<file path="src/rtl/vga_pkg.sv">
// vga_pkg: shared VGA timing defaults, output colour struct and colour-expansion helper
package vga_pkg;
  localparam int H_ACTIVE_DEF = 640;
  localparam int H_FP_DEF = 16;
  localparam int H_SYNC_DEF = 96;
  localparam int H_BP_DEF = 48;
  localparam int V_ACTIVE_DEF = 480;
  localparam int V_FP_DEF = 10;
  localparam int V_SYNC_DEF = 2;
  localparam int V_BP_DEF = 33;
  localparam int OUT_W_DEF = 4;
  localparam int MAXW = 16;
  typedef struct packed {
    logic [OUT_W_DEF-1:0] r;
    logic [OUT_W_DEF-1:0] g;
    logic [OUT_W_DEF-1:0] b;
  } rgb_out_t;
  // Repeats the in_w-bit value MSB-first until out_w bits are covered, keeps the top out_w bits.
  function automatic logic [MAXW-1:0] expand_color(input logic [MAXW-1:0] in, input int in_w,
                                                   input int out_w);
    logic [2*MAXW-1:0] acc;
    int l;
    acc = '0;
    l = 0;
    for (int i = 0; i < MAXW; i++)
      if (l < out_w) begin
        acc = (acc << in_w) | {{MAXW{1'b0}}, in};
        l += in_w;
      end
    return MAXW'(acc >> (l - out_w)) & ({MAXW{1'b1}} >> (MAXW - out_w));
  endfunction
endpackage

</file>
<file path="src/rtl/vga_timing_pipe_if.sv">
// vga_timing_pipe_if: pixel request / colour return link between timing pipe and graphics
interface vga_timing_pipe_if #(
  parameter int CNT_W = 10,
  parameter int R_IN_W = 3,
  parameter int G_IN_W = 3,
  parameter int B_IN_W = 2
);
  logic [CNT_W-1:0] req_x;
  logic [CNT_W-1:0] req_y;
  logic req_valid;
  logic sof;
  logic eol;
  logic [R_IN_W-1:0] in_red;
  logic [G_IN_W-1:0] in_green;
  logic [B_IN_W-1:0] in_blue;
  modport master (output req_x, req_y, req_valid, sof, eol, input in_red, in_green, in_blue);
  modport slave (input req_x, req_y, req_valid, sof, eol, output in_red, in_green, in_blue);
endinterface

</file>
<file path="src/rtl/vga_delay_line.sv">
// vga_delay_line: DEPTH-stage shift register with reset value RST; DEPTH==0 is a plain wire
module vga_delay_line #(
  parameter int W = 1,
  parameter int DEPTH = 1,
  parameter logic [W-1:0] RST = '0
) (
  input  logic         vgaclk,
  input  logic         rst_n,
  input  logic [W-1:0] d_i,
  output logic [W-1:0] q_o
);
  if (DEPTH == 0) begin : g_wire
    logic unused;
    assign unused = vgaclk ^ rst_n;
    assign q_o = d_i;
  end else begin : g_reg
    logic [W-1:0] sr_q [DEPTH];
    always_ff @(posedge vgaclk) begin
      if (!rst_n) sr_q <= '{default: RST};
      else begin
        sr_q[0] <= d_i;
        for (int i = 1; i < DEPTH; i++) sr_q[i] <= sr_q[i-1];
      end
    end
    assign q_o = sr_q[DEPTH-1];
  end
endmodule

</file>
<file path="src/rtl/vga_timing_pipe.sv">
// vga_timing_pipe: VGA timing generator issuing pixel requests PIX_LAT ahead, realigned sync/colour outputs.
// Optional colour-bar test pattern with test_en port when VGA_TESTPAT_EN is defined.
module vga_timing_pipe
  import vga_pkg::*;
#(
  parameter int   H_ACTIVE  = H_ACTIVE_DEF,
  parameter int   H_FP      = H_FP_DEF,
  parameter int   H_SYNC    = H_SYNC_DEF,
  parameter int   H_BP      = H_BP_DEF,
  parameter int   V_ACTIVE  = V_ACTIVE_DEF,
  parameter int   V_FP      = V_FP_DEF,
  parameter int   V_SYNC    = V_SYNC_DEF,
  parameter int   V_BP      = V_BP_DEF,
  parameter logic HSYNC_POL = 1'b0,
  parameter logic VSYNC_POL = 1'b0,
  parameter int   R_IN_W    = 3,
  parameter int   G_IN_W    = 3,
  parameter int   B_IN_W    = 2,
  parameter int   OUT_W     = OUT_W_DEF,
  parameter int   PIX_LAT   = 1,
  parameter int   CNT_W     = 10
) (
  input  logic             vgaclk,
  input  logic             rst_n,
`ifdef VGA_TESTPAT_EN
  input  logic             test_en,
`endif
  vga_timing_pipe_if.master gfx,
  output logic             hsync,
  output logic             vsync,
  output logic             de,
  output logic [OUT_W-1:0] red,
  output logic [OUT_W-1:0] green,
  output logic [OUT_W-1:0] blue
);
  localparam int H_TOTAL = H_ACTIVE + H_FP + H_SYNC + H_BP;
  localparam int V_TOTAL = V_ACTIVE + V_FP + V_SYNC + V_BP;
  localparam logic [CNT_W-1:0] H_MAX = CNT_W'(H_TOTAL - 1);
  localparam logic [CNT_W-1:0] V_MAX = CNT_W'(V_TOTAL - 1);
  localparam logic [CNT_W-1:0] H_ACT = CNT_W'(H_ACTIVE);
  localparam logic [CNT_W-1:0] V_ACT = CNT_W'(V_ACTIVE);
  localparam logic [CNT_W-1:0] HS_B = CNT_W'(H_ACTIVE + H_FP);
  localparam logic [CNT_W-1:0] HS_E = CNT_W'(H_ACTIVE + H_FP + H_SYNC);
  localparam logic [CNT_W-1:0] VS_B = CNT_W'(V_ACTIVE + V_FP);
  localparam logic [CNT_W-1:0] VS_E = CNT_W'(V_ACTIVE + V_FP + V_SYNC);
  if (H_TOTAL > 2**CNT_W || V_TOTAL > 2**CNT_W) begin : g_cnt_err
    $error("vga_timing_pipe: H/V total exceeds counter range");
  end
  if (R_IN_W == 0 || G_IN_W == 0 || B_IN_W == 0 || R_IN_W > OUT_W || G_IN_W > OUT_W ||
      B_IN_W > OUT_W || OUT_W > MAXW) begin : g_w_err
    $error("vga_timing_pipe: illegal colour widths");
  end
  logic [CNT_W-1:0] hc_q, hc_d, vc_q, vc_d;
  logic h_wrap;
  always_comb begin
    h_wrap = hc_q == H_MAX;
    hc_d = h_wrap ? '0 : hc_q + 1'b1;
    vc_d = !h_wrap ? vc_q : (vc_q == V_MAX ? '0 : vc_q + 1'b1);
  end
  always_ff @(posedge vgaclk) begin
    if (!rst_n) begin
      hc_q <= '0;
      vc_q <= '0;
    end else begin
      hc_q <= hc_d;
      vc_q <= vc_d;
    end
  end
  assign gfx.req_x = hc_q;
  assign gfx.req_y = vc_q;
  assign gfx.req_valid = hc_q < H_ACT && vc_q < V_ACT;
  assign gfx.sof = hc_q == '0 && vc_q == '0;
  assign gfx.eol = h_wrap;
  logic [2:0] ctl_s0, ctl_dly;
  always_comb begin
    ctl_s0[2] = gfx.req_valid;
    ctl_s0[1] = (hc_q >= HS_B && hc_q < HS_E) ? HSYNC_POL : ~HSYNC_POL;
    ctl_s0[0] = (vc_q >= VS_B && vc_q < VS_E) ? VSYNC_POL : ~VSYNC_POL;
  end
  // Control travels alongside the graphics latency so it meets the returned colour.
  vga_delay_line #(.W(3), .DEPTH(PIX_LAT), .RST({1'b0, ~HSYNC_POL, ~VSYNC_POL})) u_ctl (
    .vgaclk(vgaclk),
    .rst_n (rst_n),
    .d_i   (ctl_s0),
    .q_o   (ctl_dly)
  );
  logic [OUT_W-1:0] r_px, g_px, b_px;
`ifdef VGA_TESTPAT_EN
  logic [CNT_W-1:0] x_dly;
  logic [2:0] bar;
  vga_delay_line #(.W(CNT_W), .DEPTH(PIX_LAT)) u_x (
    .vgaclk(vgaclk),
    .rst_n (rst_n),
    .d_i   (hc_q),
    .q_o   (x_dly)
  );
  assign bar = 3'(x_dly / CNT_W'(H_ACTIVE / 8));
  always_comb begin
    r_px = test_en ? {OUT_W{bar[2]}} : OUT_W'(expand_color(MAXW'(gfx.in_red), R_IN_W, OUT_W));
    g_px = test_en ? {OUT_W{bar[1]}} : OUT_W'(expand_color(MAXW'(gfx.in_green), G_IN_W, OUT_W));
    b_px = test_en ? {OUT_W{bar[0]}} : OUT_W'(expand_color(MAXW'(gfx.in_blue), B_IN_W, OUT_W));
  end
`else
  always_comb begin
    r_px = OUT_W'(expand_color(MAXW'(gfx.in_red), R_IN_W, OUT_W));
    g_px = OUT_W'(expand_color(MAXW'(gfx.in_green), G_IN_W, OUT_W));
    b_px = OUT_W'(expand_color(MAXW'(gfx.in_blue), B_IN_W, OUT_W));
  end
`endif
  logic hsync_q, vsync_q, de_q;
  logic [3*OUT_W-1:0] rgb_q, rgb_d;
  always_comb rgb_d = ctl_dly[2] ? {r_px, g_px, b_px} : '0;
  always_ff @(posedge vgaclk) begin
    if (!rst_n) begin
      hsync_q <= ~HSYNC_POL;
      vsync_q <= ~VSYNC_POL;
      de_q <= 1'b0;
      rgb_q <= '0;
    end else begin
      hsync_q <= ctl_dly[1];
      vsync_q <= ctl_dly[0];
      de_q <= ctl_dly[2];
      rgb_q <= rgb_d;
    end
  end
  assign hsync = hsync_q;
  assign vsync = vsync_q;
  assign de = de_q;
  assign {red, green, blue} = rgb_q;
endmodule

</file>
<file path="src/flat_wrapper.sv">
// flat-port wrapper written by rule: the top's interface ports become plain ports
module vga_timing_pipe_flat import vga_pkg::*;
#(
  parameter int   H_ACTIVE  = H_ACTIVE_DEF,
  parameter int   H_FP      = H_FP_DEF,
  parameter int   H_SYNC    = H_SYNC_DEF,
  parameter int   H_BP      = H_BP_DEF,
  parameter int   V_ACTIVE  = V_ACTIVE_DEF,
  parameter int   V_FP      = V_FP_DEF,
  parameter int   V_SYNC    = V_SYNC_DEF,
  parameter int   V_BP      = V_BP_DEF,
  parameter logic HSYNC_POL = 1'b0,
  parameter logic VSYNC_POL = 1'b0,
  parameter int   R_IN_W    = 3,
  parameter int   G_IN_W    = 3,
  parameter int   B_IN_W    = 2,
  parameter int   OUT_W     = OUT_W_DEF,
  parameter int   PIX_LAT   = 1,
  parameter int   CNT_W     = 10
)
  (vgaclk, rst_n, hsync, vsync, de, red, green, blue, gfx_req_x, gfx_req_y, gfx_req_valid, gfx_sof, gfx_eol, gfx_in_red, gfx_in_green, gfx_in_blue);
  vga_timing_pipe_if #(.CNT_W(CNT_W), .R_IN_W(R_IN_W), .G_IN_W(G_IN_W), .B_IN_W(B_IN_W)) gfx_i ();
  input  logic vgaclk;
  input  logic rst_n;
  output logic hsync;
  output logic vsync;
  output logic de;
  output logic [OUT_W-1:0] red;
  output logic [OUT_W-1:0] green;
  output logic [OUT_W-1:0] blue;
  output wire logic [$bits(gfx_i.req_x)-1:0] gfx_req_x;
  output wire logic [$bits(gfx_i.req_y)-1:0] gfx_req_y;
  output wire logic [$bits(gfx_i.req_valid)-1:0] gfx_req_valid;
  output wire logic [$bits(gfx_i.sof)-1:0] gfx_sof;
  output wire logic [$bits(gfx_i.eol)-1:0] gfx_eol;
  input wire logic [$bits(gfx_i.in_red)-1:0] gfx_in_red;
  input wire logic [$bits(gfx_i.in_green)-1:0] gfx_in_green;
  input wire logic [$bits(gfx_i.in_blue)-1:0] gfx_in_blue;
  assign gfx_req_x = gfx_i.req_x;
  assign gfx_req_y = gfx_i.req_y;
  assign gfx_req_valid = gfx_i.req_valid;
  assign gfx_sof = gfx_i.sof;
  assign gfx_eol = gfx_i.eol;
  assign gfx_i.in_red = gfx_in_red;
  assign gfx_i.in_green = gfx_in_green;
  assign gfx_i.in_blue = gfx_in_blue;
  vga_timing_pipe #(.H_ACTIVE(H_ACTIVE), .H_FP(H_FP), .H_SYNC(H_SYNC), .H_BP(H_BP), .V_ACTIVE(V_ACTIVE), .V_FP(V_FP), .V_SYNC(V_SYNC), .V_BP(V_BP), .HSYNC_POL(HSYNC_POL), .VSYNC_POL(VSYNC_POL), .R_IN_W(R_IN_W), .G_IN_W(G_IN_W), .B_IN_W(B_IN_W), .OUT_W(OUT_W), .PIX_LAT(PIX_LAT), .CNT_W(CNT_W)) u_core (.vgaclk(vgaclk), .rst_n(rst_n), .gfx(gfx_i), .hsync(hsync), .vsync(vsync), .de(de), .red(red), .green(green), .blue(blue));
endmodule
</file>
<file path="config.mk">
export PLATFORM = sky130hd
export DESIGN_NAME = vga_timing_pipe_flat
export DESIGN_NICKNAME = d
export VERILOG_FILES = /design/src/rtl/vga_pkg.sv /design/src/rtl/vga_timing_pipe_if.sv /design/src/rtl/vga_delay_line.sv /design/src/rtl/vga_timing_pipe.sv /design/src/flat_wrapper.sv
export SDC_FILE = /design/constraint.sdc
export NUM_CORES = 1
export LEC_CHECK = 0
export ABC_AREA = 1
export BUFFER_PORTS_ARGS = -buffer_cell sky130_fd_sc_hd__buf_4
export CORE_ASPECT_RATIO = 1.2
export CORE_MARGIN = 10
export CORE_UTILIZATION = 54
export CTS_CLUSTER_SIZE = 24
export DETAILED_ROUTE_END_ITERATION = 7
export GPL_ROUTABILITY_DRIVEN = 0
export PLACE_DENSITY_LB_ADDON = 0.05
export SYNTH_ARGS = -nofsm -noshare
export SYNTH_HDL_FRONTEND = slang
export SYNTH_SLANG_ARGS = --single-unit
export TNS_END_PERCENT = 1
</file>
<file path="constraint.sdc">
create_clock -name vgaclk -period 2.4 [get_ports vgaclk]
set_input_delay 0.24 -clock vgaclk [delete_from_list [all_inputs] [get_ports vgaclk]]
set_output_delay 0.24 -clock vgaclk [all_outputs]
set_load 0.02 [all_outputs]
</file>
---- Yosys cells after proc, flatten, opt, wreduce, memory -nomap -nowiden ----
Index checks and enable logic that the tools add are counted.
storage, ports and cells
  bits in registers ....................... 38
  input port bits ......................... 10
  output and inout bits ................... 38
operators by class
  $add $sub $neg .......................... 2
  $lt $le $gt $ge ......................... 6
  eq/ne operators ......................... 2
  mux-type cells .......................... 3
  bitwise gates (word level) .............. 4
  reductions and logical operators ........ 8
operator list
  kind                                                                            number
  10-bit by 1-bit adder with 10-bit output (second input constant)                2
  10-bit == test (second input constant)                                          2
  10-bit zero test                                                                2
  10-bit less-than comparator (second input constant)                             2
  10-bit by 9-bit less-than comparator with 1-bit output (second input constant)  2
  6-bit by 3-bit bitwise OR with 6-bit output                                     2
  10-bit >= comparator (second input constant)                                    1
  10-bit by 9-bit >= comparator with 1-bit output (second input constant)         1
  10-bit two-way mux                                                              1
  1-bit logical AND                                                               4
  4-bit by 2-bit bitwise OR with 4-bit output                                     1
  1-bit two-way mux                                                               2
  2-bit AND reduction                                                             1
  2-bit OR reduction                                                              1
  1-bit inverter                                                                  1

---- Depth between registers and ports, before layout ----
Gate-level depths: netlist of run 1.
  word-level depth ........................ 3
  depth in mapped cells ................... 9

---- Modules after synthesis ----
A second synthesis of run 1 with hierarchy kept.
second synthesis, totals
  cell total of the unflattened synthesis .. 224
  area, all modules ....................... 1615.3 um^2
modules (own cells, without submodules)
  module           instances  cells an instance  area an instance (um^2)  sequential area each (um^2)
  vga_timing_pipe  1          215                1532.7                   620.6
  vga_delay_line   1          9                  82.6                     60.1

---- Worst setup path before layout of run 1 ----
No wires, ideal clock.
  path kind ............................... register to output
  start point ............................. register u_core.hc_q[0], in the netlist u_core.gfx.req_x[0]
  end point ............................... output port gfx_sof
  arrival ................................. 1.212 ns
  data required time ...................... 2.160 ns
  path slack .............................. 0.948 ns
  stages on the path, launching flop included .. 7
  buffers on the path ..................... 0
  cell sequence ........................... dfxtp_1 > inv_1 > ha_1 > inv_1 > nor4_1 > nand3_1 > nor2_1
on the way
  longest elaborated chain between the ends .. 2
RTL lines
  item                    line                   RTL
  start, declared         vga_timing_pipe.sv:53  logic [CNT_W-1:0] hc_q, hc_d, vc_q, vc_d;
  start signal, assigned  vga_timing_pipe.sv:62  hc_q <= '0;
  start signal, assigned  vga_timing_pipe.sv:65  hc_q <= hc_d;
  10-bit zero test        vga_timing_pipe.sv:72  assign gfx.sof = hc_q == '0 && vc_q == '0;
  1-bit logical AND       vga_timing_pipe.sv:72
  end, declared           flat_wrapper.sv:34     output wire logic [$bits(gfx_i.sof)-1:0] gfx_sof;
Every way passes these cells.

---- Final worst setup path of run 1 ----
  start point ............................. register u_core.hc_q[0], in the netlist u_core.gfx.req_x[0]
  end point ............................... output port gfx_eol
on the way
  longest elaborated chain between the ends .. 1
RTL lines
  item            line                   RTL
  10-bit == test  vga_timing_pipe.sv:56  h_wrap = hc_q == H_MAX;
  end, declared   flat_wrapper.sv:35     output wire logic [$bits(gfx_i.eol)-1:0] gfx_eol;
Every way passes these cells.

==> impl_metrics.py, run 1 <==
metrics = {
    "die": {
        "rows": 21,
        "ioPinCount": 48,
        "chipHeight_um": 79.7,
        "die_area_um2": 5560,
        "chipWidth_um": 69.8,
        "core_area_um2": 2810,
        "start_util_pct": 57.1,
    },
    "global_route": {
        "grt_pass1_wl_um": 6330,
        "grt_pass1_vias": 1435,
        "grt_max_degree": 14,
        "grt_util_all_layers_pct": 13.6,
        "grt_overflow": 0,
        "antenna_found_initial": 0,
    },
    "worst_setup_path": {
        "ff2ff_path_depth": 8,
        "critPathCaptureType": "output port",
        "reg2reg_from": "u_core.gfx.req_x[0]",
        "arrival_ns": 1.71,
        "path_cells": "ha_1 > nand3_1 > nor2_2 > buf_4",
        "r2r-end": "u_core.gfx.req_y[2]",
        "crit_required_ns": 2.16,
        "path_max_fanout": 11,
        "worstSetupStartpointType": "flop",
        "path_class": "flop to output port",
        "r2r_slack_ns": 0.79,
        "slowest_delay_ns": 0.41,
        "critPathSlowestCell": "dfxtp_1",
    },
    "final_layout": {
        "n_antenna_cell": 0,
        "multi_input_area_um2": 732,
        "fillers": 254,
        "regArea_um2": 681,
        "areaGrowthSynthToFinish_pct": 26.4,
        "final_core_util_pct": 72.1,
        "fin_nets": 285,
        "layout-drive-gt1-share_pct": 26.9,
    },
    "yosys": {
        "synth.avg_cell_area_um2": 7.19,
        "synth_flop_cell": "dfxtp_1",
        "netlist_top_cells_area": "dfxtp_1, nand2_1, nor2_1",
        "synth_edf_count": 0,
        "synth-seq-area-share_pct": 42.4,
        "yosys_warnings": 0,
        "synth_area_leader_cell": "dfxtp_1",
        "netlist_area_um2": 1600,
        "synth-seq-cells": 34,
        "synth_top_area_share_pct": 42.4,
        "synth.most_common_cell": "nand2_1",
        "syn-instance-count": 223,
        "async_reset_ff_share_pct": 0,
        "syn_nets": 237,
        "synth_commonest_cells": "nand2_1, nor2_1, dfxtp_1, inv_1, nand3_1",
        "synthDistinctLibCells": 28,
    },
    "clocking": {
        "numCtsBuffers": 5,
        "root_buffer": "clkbuf_4",
        "holdBufCountCts": 0,
        "cts_resized": 0,
        "clock_path_buffers": 2,
        "worstSkewPairLatency_ns": 0.33,
        "post_cts_buffers": 0,
        "cts_tree": "built",
        "clock_sinks": 34,
        "htreeDepth": 2,
        "cts.clk_slew.worst_paths_ns": 0.09,
    },
    "routing": {
        "viasPerCell": 4.91,
        "ant_nets": 0,
        "drc": 0,
        "first_pass_iters": 4,
        "drtIter0Drc": 96,
        "drt-total-wl_um": 3700,
        "wire_per_inst_um": 12.1,
        "via_count": 1498,
    },
    "power": {
        "power.density_nw_per_um2": 538,
        "p_total_mw": 1.09,
        "leakagePower_nw": 0.987,
        "vdd_ir_drop_max_v": 0.000430,
    },
    "min_path": {
        "holdPathEnd": "u_core.rgb_q[10]",
        "holdPathStages": 3,
        "hp-class": "input pin to flop",
        "hp-start": "gfx_in_red[1]",
    },
    "placement": {
        "place_hpwl_um": 2940,
        "io_buffers": 47,
    },
    "run_status": {
        "status": "complete, no violations",
    },
    "timing": {
        "setup_tns_ns": 0,
        "tightest_slew_ns": 0.451,
        "setup_viol": 0,
        "slew_violations": 0,
        "max_freq_mhz": 512,
        "fin_worst_skew_ns": 0.00833,
        "hold_viol": 0,
        "period_minus_slack_ns": 1.95,
        "slew-limit-headroom_pct": 69.9,
        "fin_crit_sh_pct": 81.4,
        "rsz0062_at_grt": "no",
    },
    "run": {
        "max-cap-violations": 0,
    },
}
-- per-layer routing --
metal,up-vias,wire (um),global-route usage (%)
met4,0,74,6.92
met1,664,1540,14.5
li1,783,-,-
met5,-,0,0
met2,44,1780,23.2
met3,7,311,5.22
-- how the worst max path moves through the flow --
stage | startpoint | endpoint | slack (ns) | cells after the start
after floorplan | u_core.gfx.req_x[0] | gfx_sof | 0.95 | 6
after global placement | u_core.gfx.req_x[0] | gfx_eol | 0.84 | 4
after detailed placement | u_core.gfx.req_x[0] | u_core.gfx.req_y[2] | 0.80 | 8
after CTS | u_core.gfx.req_x[0] | gfx_eol | 0.43 | 4
after global routing | u_core.gfx.req_x[0] | gfx_eol | 0.29 | 4
final | u_core.gfx.req_x[0] | gfx_eol | 0.45 | 4
-- sequential cells by signal, summed over array words and instances (netlist names) --
signal            count
u_core.de             1
u_core.gfx.req_x     10
u_core.gfx.req_y     10
u_core.hsync          1
u_core.rgb_q          8
u_core.u_ctl.q_o      3
u_core.vsync          1
-- placed cells by master, fill, tap and decap left out, drive strengths merged --
| cell type | instances |
|---|---|
| a21oi | 8 |
| and2 | 1 |
| buf | 47 |
| bufinv | 1 |
| clkbuf | 6 |
| clkinv | 1 |
| dfxtp | 34 |
| ha | 4 |
| inv | 36 |
| nand2 | 49 |
| nand3 | 17 |
| nand3b | 1 |
| nand4 | 6 |
| nor2 | 45 |
| nor3 | 5 |
| nor3b | 2 |
| nor4 | 2 |
| o211ai | 1 |
| o21ai | 1 |
| or2 | 2 |
| xor2 | 2 |
-- through the flow --
stage | instances | hold slack (ns) | worst slack, ns | instance area (um2)
floorplan | 223 | 0.352 | 0.948 | 1600
finish | 305 | 0.114 | 0.446 | 2030
CTS | 305 | 0.101 | 0.428 | 2030
global placement | 298 | 0.396 | 0.844 | 1950
detailed placement | 298 | 0.402 | 0.795 | 1950
global route | 305 | 0.111 | 0.292 | 2030
-- power by group --
part           leakage, nW  switching (mW)  internal, mW
Clock               0.0443           0.177         0.242
Sequential           0.277         0.00756         0.575
Combinational        0.666          0.0512        0.0391
-- cell type report --
| class | count | share of cell area [%] |
|---|---|---|
| inverter | 37 | 6.85 |
| multi-input combinational | 146 | 36.1 |
| tap | 34 | 2.10 |
| clock buffer | 6 | 2.53 |
| timing repair buffer | 47 | 17.4 |
| clock inverter | 1 | 1.48 |
| sequential | 34 | 33.6 |
-- cells by family after synthesis --
kind of cell / synth area share (%)
AO/OA/AOI/OAI: 3.74
XOR/XNOR: 1.09
adder cells (fa/ha/maj): 3.12
buffers and inverters: 11.9
flip-flops: 42.4
AND/OR/NAND/NOR: 37.7
-- critical path: cells and delay by family, from the launching register on --
family / cells / cell delay [ns]
adders and majority gates: 1 / 0.21
buffers and inverters: 1 / 0.23
DFF: 1 / 0.41
and+or+nand+nor: 2 / 0.54
Note: power is estimated with default switching activity, not from simulation.
==> run 2: changes to the inputs <==
Settings changed: ABC_AREA 1 to 0, CORE_UTILIZATION 54 to 45.
Clock period 2.4 ns to 1.58 ns, I/O delays scaled along.
==> impl_metrics.py, run 2 <==
metrics = {
    "power": {
        "power.internal_mw": 1.32,
        "vdd_ir_drop_max_v": 0.000796,
        "clockPowerShare_pct": 38.9,
        "power.switching_mw": 0.385,
        "p_total_mw": 1.70,
        "switching_share_pct": 22.6,
        "combPwrFrac_pct": 9.2,
        "pwr-share-seq_pct": 51.9,
        "power.density_nw_per_um2": 800,
        "leakagePower_nw": 0.981,
    },
    "worst_setup_path": {
        "r2r-end": "u_core.gfx.req_y[6]",
        "ff2ff_path_depth": 5,
        "worstSetupStartpointType": "flop",
        "crit_required_ns": 1.42,
        "path_max_fanout": 3,
        "slowest_delay_ns": 0.38,
        "crit_buf_inv": 1,
        "critPathCaptureType": "output port",
        "reg2reg_from": "u_core.gfx.req_x[6]",
        "crit_family": "simple AND/OR/NAND/NOR gates",
        "path_cells": "or3_4 > nor4_2 > nand4b_1 > nor4bb_4 > buf_4",
        "r2r_slack_ns": -0.10,
        "arrival_ns": 1.86,
        "critPathSlowestCell": "or3_4",
        "path_class": "flop to output port",
    },
    "clocking": {
        "holdBufCountCts": 0,
        "cts.clk_slew.worst_paths_ns": 0.10,
        "root_buffer": "clkbuf_4",
        "cts_tree": "built",
        "worstSkewPairLatency_ns": 0.35,
        "numCtsBuffers": 5,
        "post_cts_buffers": 0,
        "clock_sinks": 34,
        "clock_path_buffers": 2,
        "htreeDepth": 2,
    },
    "run_status": {
        "violations": "negative setup slack",
        "status": "complete, but fails checks",
    },
    "final_layout": {
        "layout_commonest_cell": "buf_4",
        "areaGrowthSynthToFinish_pct": 41.1,
        "final_cell_mix": "buf_4, dfxtp_1, nor2_1",
        "fillers": 266,
        "layout-drive-gt1-share_pct": 40.3,
        "fin_cells": 262,
        "n_antenna_cell": 0,
        "fin_nets": 240,
    },
    "yosys": {
        "synth_commonest_cells": "dfxtp_1, nor2_1, nand2_1",
        "syn_nets": 177,
        "syn-instance-count": 163,
        "netlist_top_cells_area": "dfxtp_1, xnor2_1, and3_1",
        "synth_top_area_share_pct": 45.1,
        "synth-seq-area-share_pct": 45.1,
        "synth.most_common_cell": "dfxtp_1",
        "async_reset_ff_share_pct": 0,
        "synth.avg_cell_area_um2": 9.26,
        "synth-seq-cells": 34,
        "netlist_area_um2": 1510,
        "synthDistinctLibCells": 33,
        "yosys_warnings": 0,
        "synth_edf_count": 0,
        "synth_flop_cell": "dfxtp_1",
        "synth_area_leader_cell": "dfxtp_1",
    },
    "global_route": {
        "grt_pass1_wl_um": 6710,
        "grt_max_degree": 28,
        "grt_overflow": 0,
        "grt_util_all_layers_pct": 13.7,
        "grt_pass1_vias": 1375,
        "antenna_found_initial": 0,
    },
    "timing": {
        "rsz0062_at_grt": "yes",
        "tightest_slew_ns": 0.414,
        "slew-limit-headroom_pct": 72.2,
        "period_minus_slack_ns": 2.02,
        "hold-worst-slack_ns": 0.0485,
        "setup_viol": 13,
        "hold_viol": 0,
        "fin_crit_sh_pct": 128,
        "postLayoutSetupSlackWorst_ns": -0.437,
        "fin_worst_skew_ns": 0.0172,
        "max_freq_mhz": 496,
        "slew_violations": 0,
    },
    "routing": {
        "first_pass_iters": 4,
        "drt-total-wl_um": 4050,
        "viasPerCell": 5.23,
        "drc": 0,
        "wire_per_inst_um": 15.5,
        "drtIter0Drc": 109,
        "ant_nets": 0,
        "via_count": 1369,
    },
    "die": {
        "die_area_um2": 6080,
        "chipHeight_um": 83.4,
        "chipWidth_um": 72.9,
        "ioPinCount": 48,
        "rows": 22,
        "start_util_pct": 48.1,
        "core_area_um2": 3140,
    },
    "placement": {
        "dpl.cell_count": 255,
        "io_buffers": 47,
        "place_hpwl_um": 3170,
    },
    "min_path": {
        "hp-start": "gfx_in_red[1]",
        "holdPathEnd": "u_core.rgb_q[10]",
        "holdPathStages": 2,
        "hp-class": "input pin to flop",
    },
    "run": {
        "max-cap-violations": 0,
    },
}
## run 2: changes by cell type after synthesis, moves of 7 or more
cell,previous run,this run
nand2_1,46,13
inv_1,34,5
nor2_1,40,14
and3_1,0,11
xnor2_1,0,10
nand3_1,15,8
nor4_1,2,9
## run 2: layer usage
metal	GRT usage [%]	part of all wire, %
met1	14.1	39
met2	22.7	50
met4	5.86	2.2
met3	6.67	8.7
met5	0	0
## run 2: power by group through the flow
stage	logic (mW)	registers (mW)	clock network (mW)
detailed placement	0.158	0.905	0
finish	0.156	0.885	0.663
floorplan	0.0621	0.926	0
global placement	0.155	0.904	0
CTS	0.158	0.885	0.676
global route	0.170	0.888	0.718
## run 2: timing repair
action / in CTS / in global routing
endpoints found under the setup margin: 14 / 18
pin swaps: 3 / 3
gates resized for setup: 5 / 1
## run 2: final cells by class
class	instances	area, um2	share of cell area (%)
Tap cell	36	45.0	2.12
Multi-Input combinational cell	111	785	36.8
Sequential cell	34	686	32.2
Clock buffer	6	51.3	2.41
Timing Repair Buffer	68	510	24.0
Clock inverter	1	30.0	1.41
Inverter	6	22.5	1.06
## run 2: worst register-to-register path, delay by kind of cell (launching register included)
family | cells | cell delay (ns)
buffers and inverters | 1 | 0.16
AND/OR/NAND/NOR | 3 | 0.95
XOR/XNOR | 1 | 0.16
flip-flops | 1 | 0.33
## run 2: cells by family (layout without fill, tap and decap cells)
logic type,Yosys count,count (layout),share of synthesized area [%]
and+or+nand+nor,87,87,33.7
DFF,34,34,45.1
buffers and inverters,18,81,6.47
xor gates and xnor gates,14,14,8.13
AOI/OAI and AO/OA,6,6,3.23
adders and majority gates,4,4,3.32
## run 2: worst max-delay path by stage
stage                        startpoint                  end  slack, ns  cells after the start
floorplan           u_core.gfx.req_x[5]              gfx_sof      -0.20                      5
global placement    u_core.gfx.req_x[5]              gfx_sof      -0.09                      5
detailed placement  u_core.gfx.req_x[5]  u_core.gfx.req_y[6]      -0.16                      5
CTS                 u_core.gfx.req_x[5]              gfx_sof      -0.45                      5
global route        u_core.gfx.req_x[5]              gfx_sof      -0.54                      5
finish              u_core.gfx.req_x[5]              gfx_sof      -0.44                      5
## run 2: per-stage QoR
step | area [um2] | setup WS, ns | TNS [ns] | utilization [%]
6_report | 2130 | -0.437 | -1.38 | 67.9
5_1_grt | 2130 | -0.536 | -2.38 | 67.9
4_1_cts | 2120 | -0.449 | -1.36 | 67.6
3_5_place_dp | 2010 | -0.155 | -0.745 | 64.0
3_3_place_gp | 2010 | -0.0894 | -0.412 | 64.0
2_1_floorplan | 1530 | -0.197 | -2.72 | -
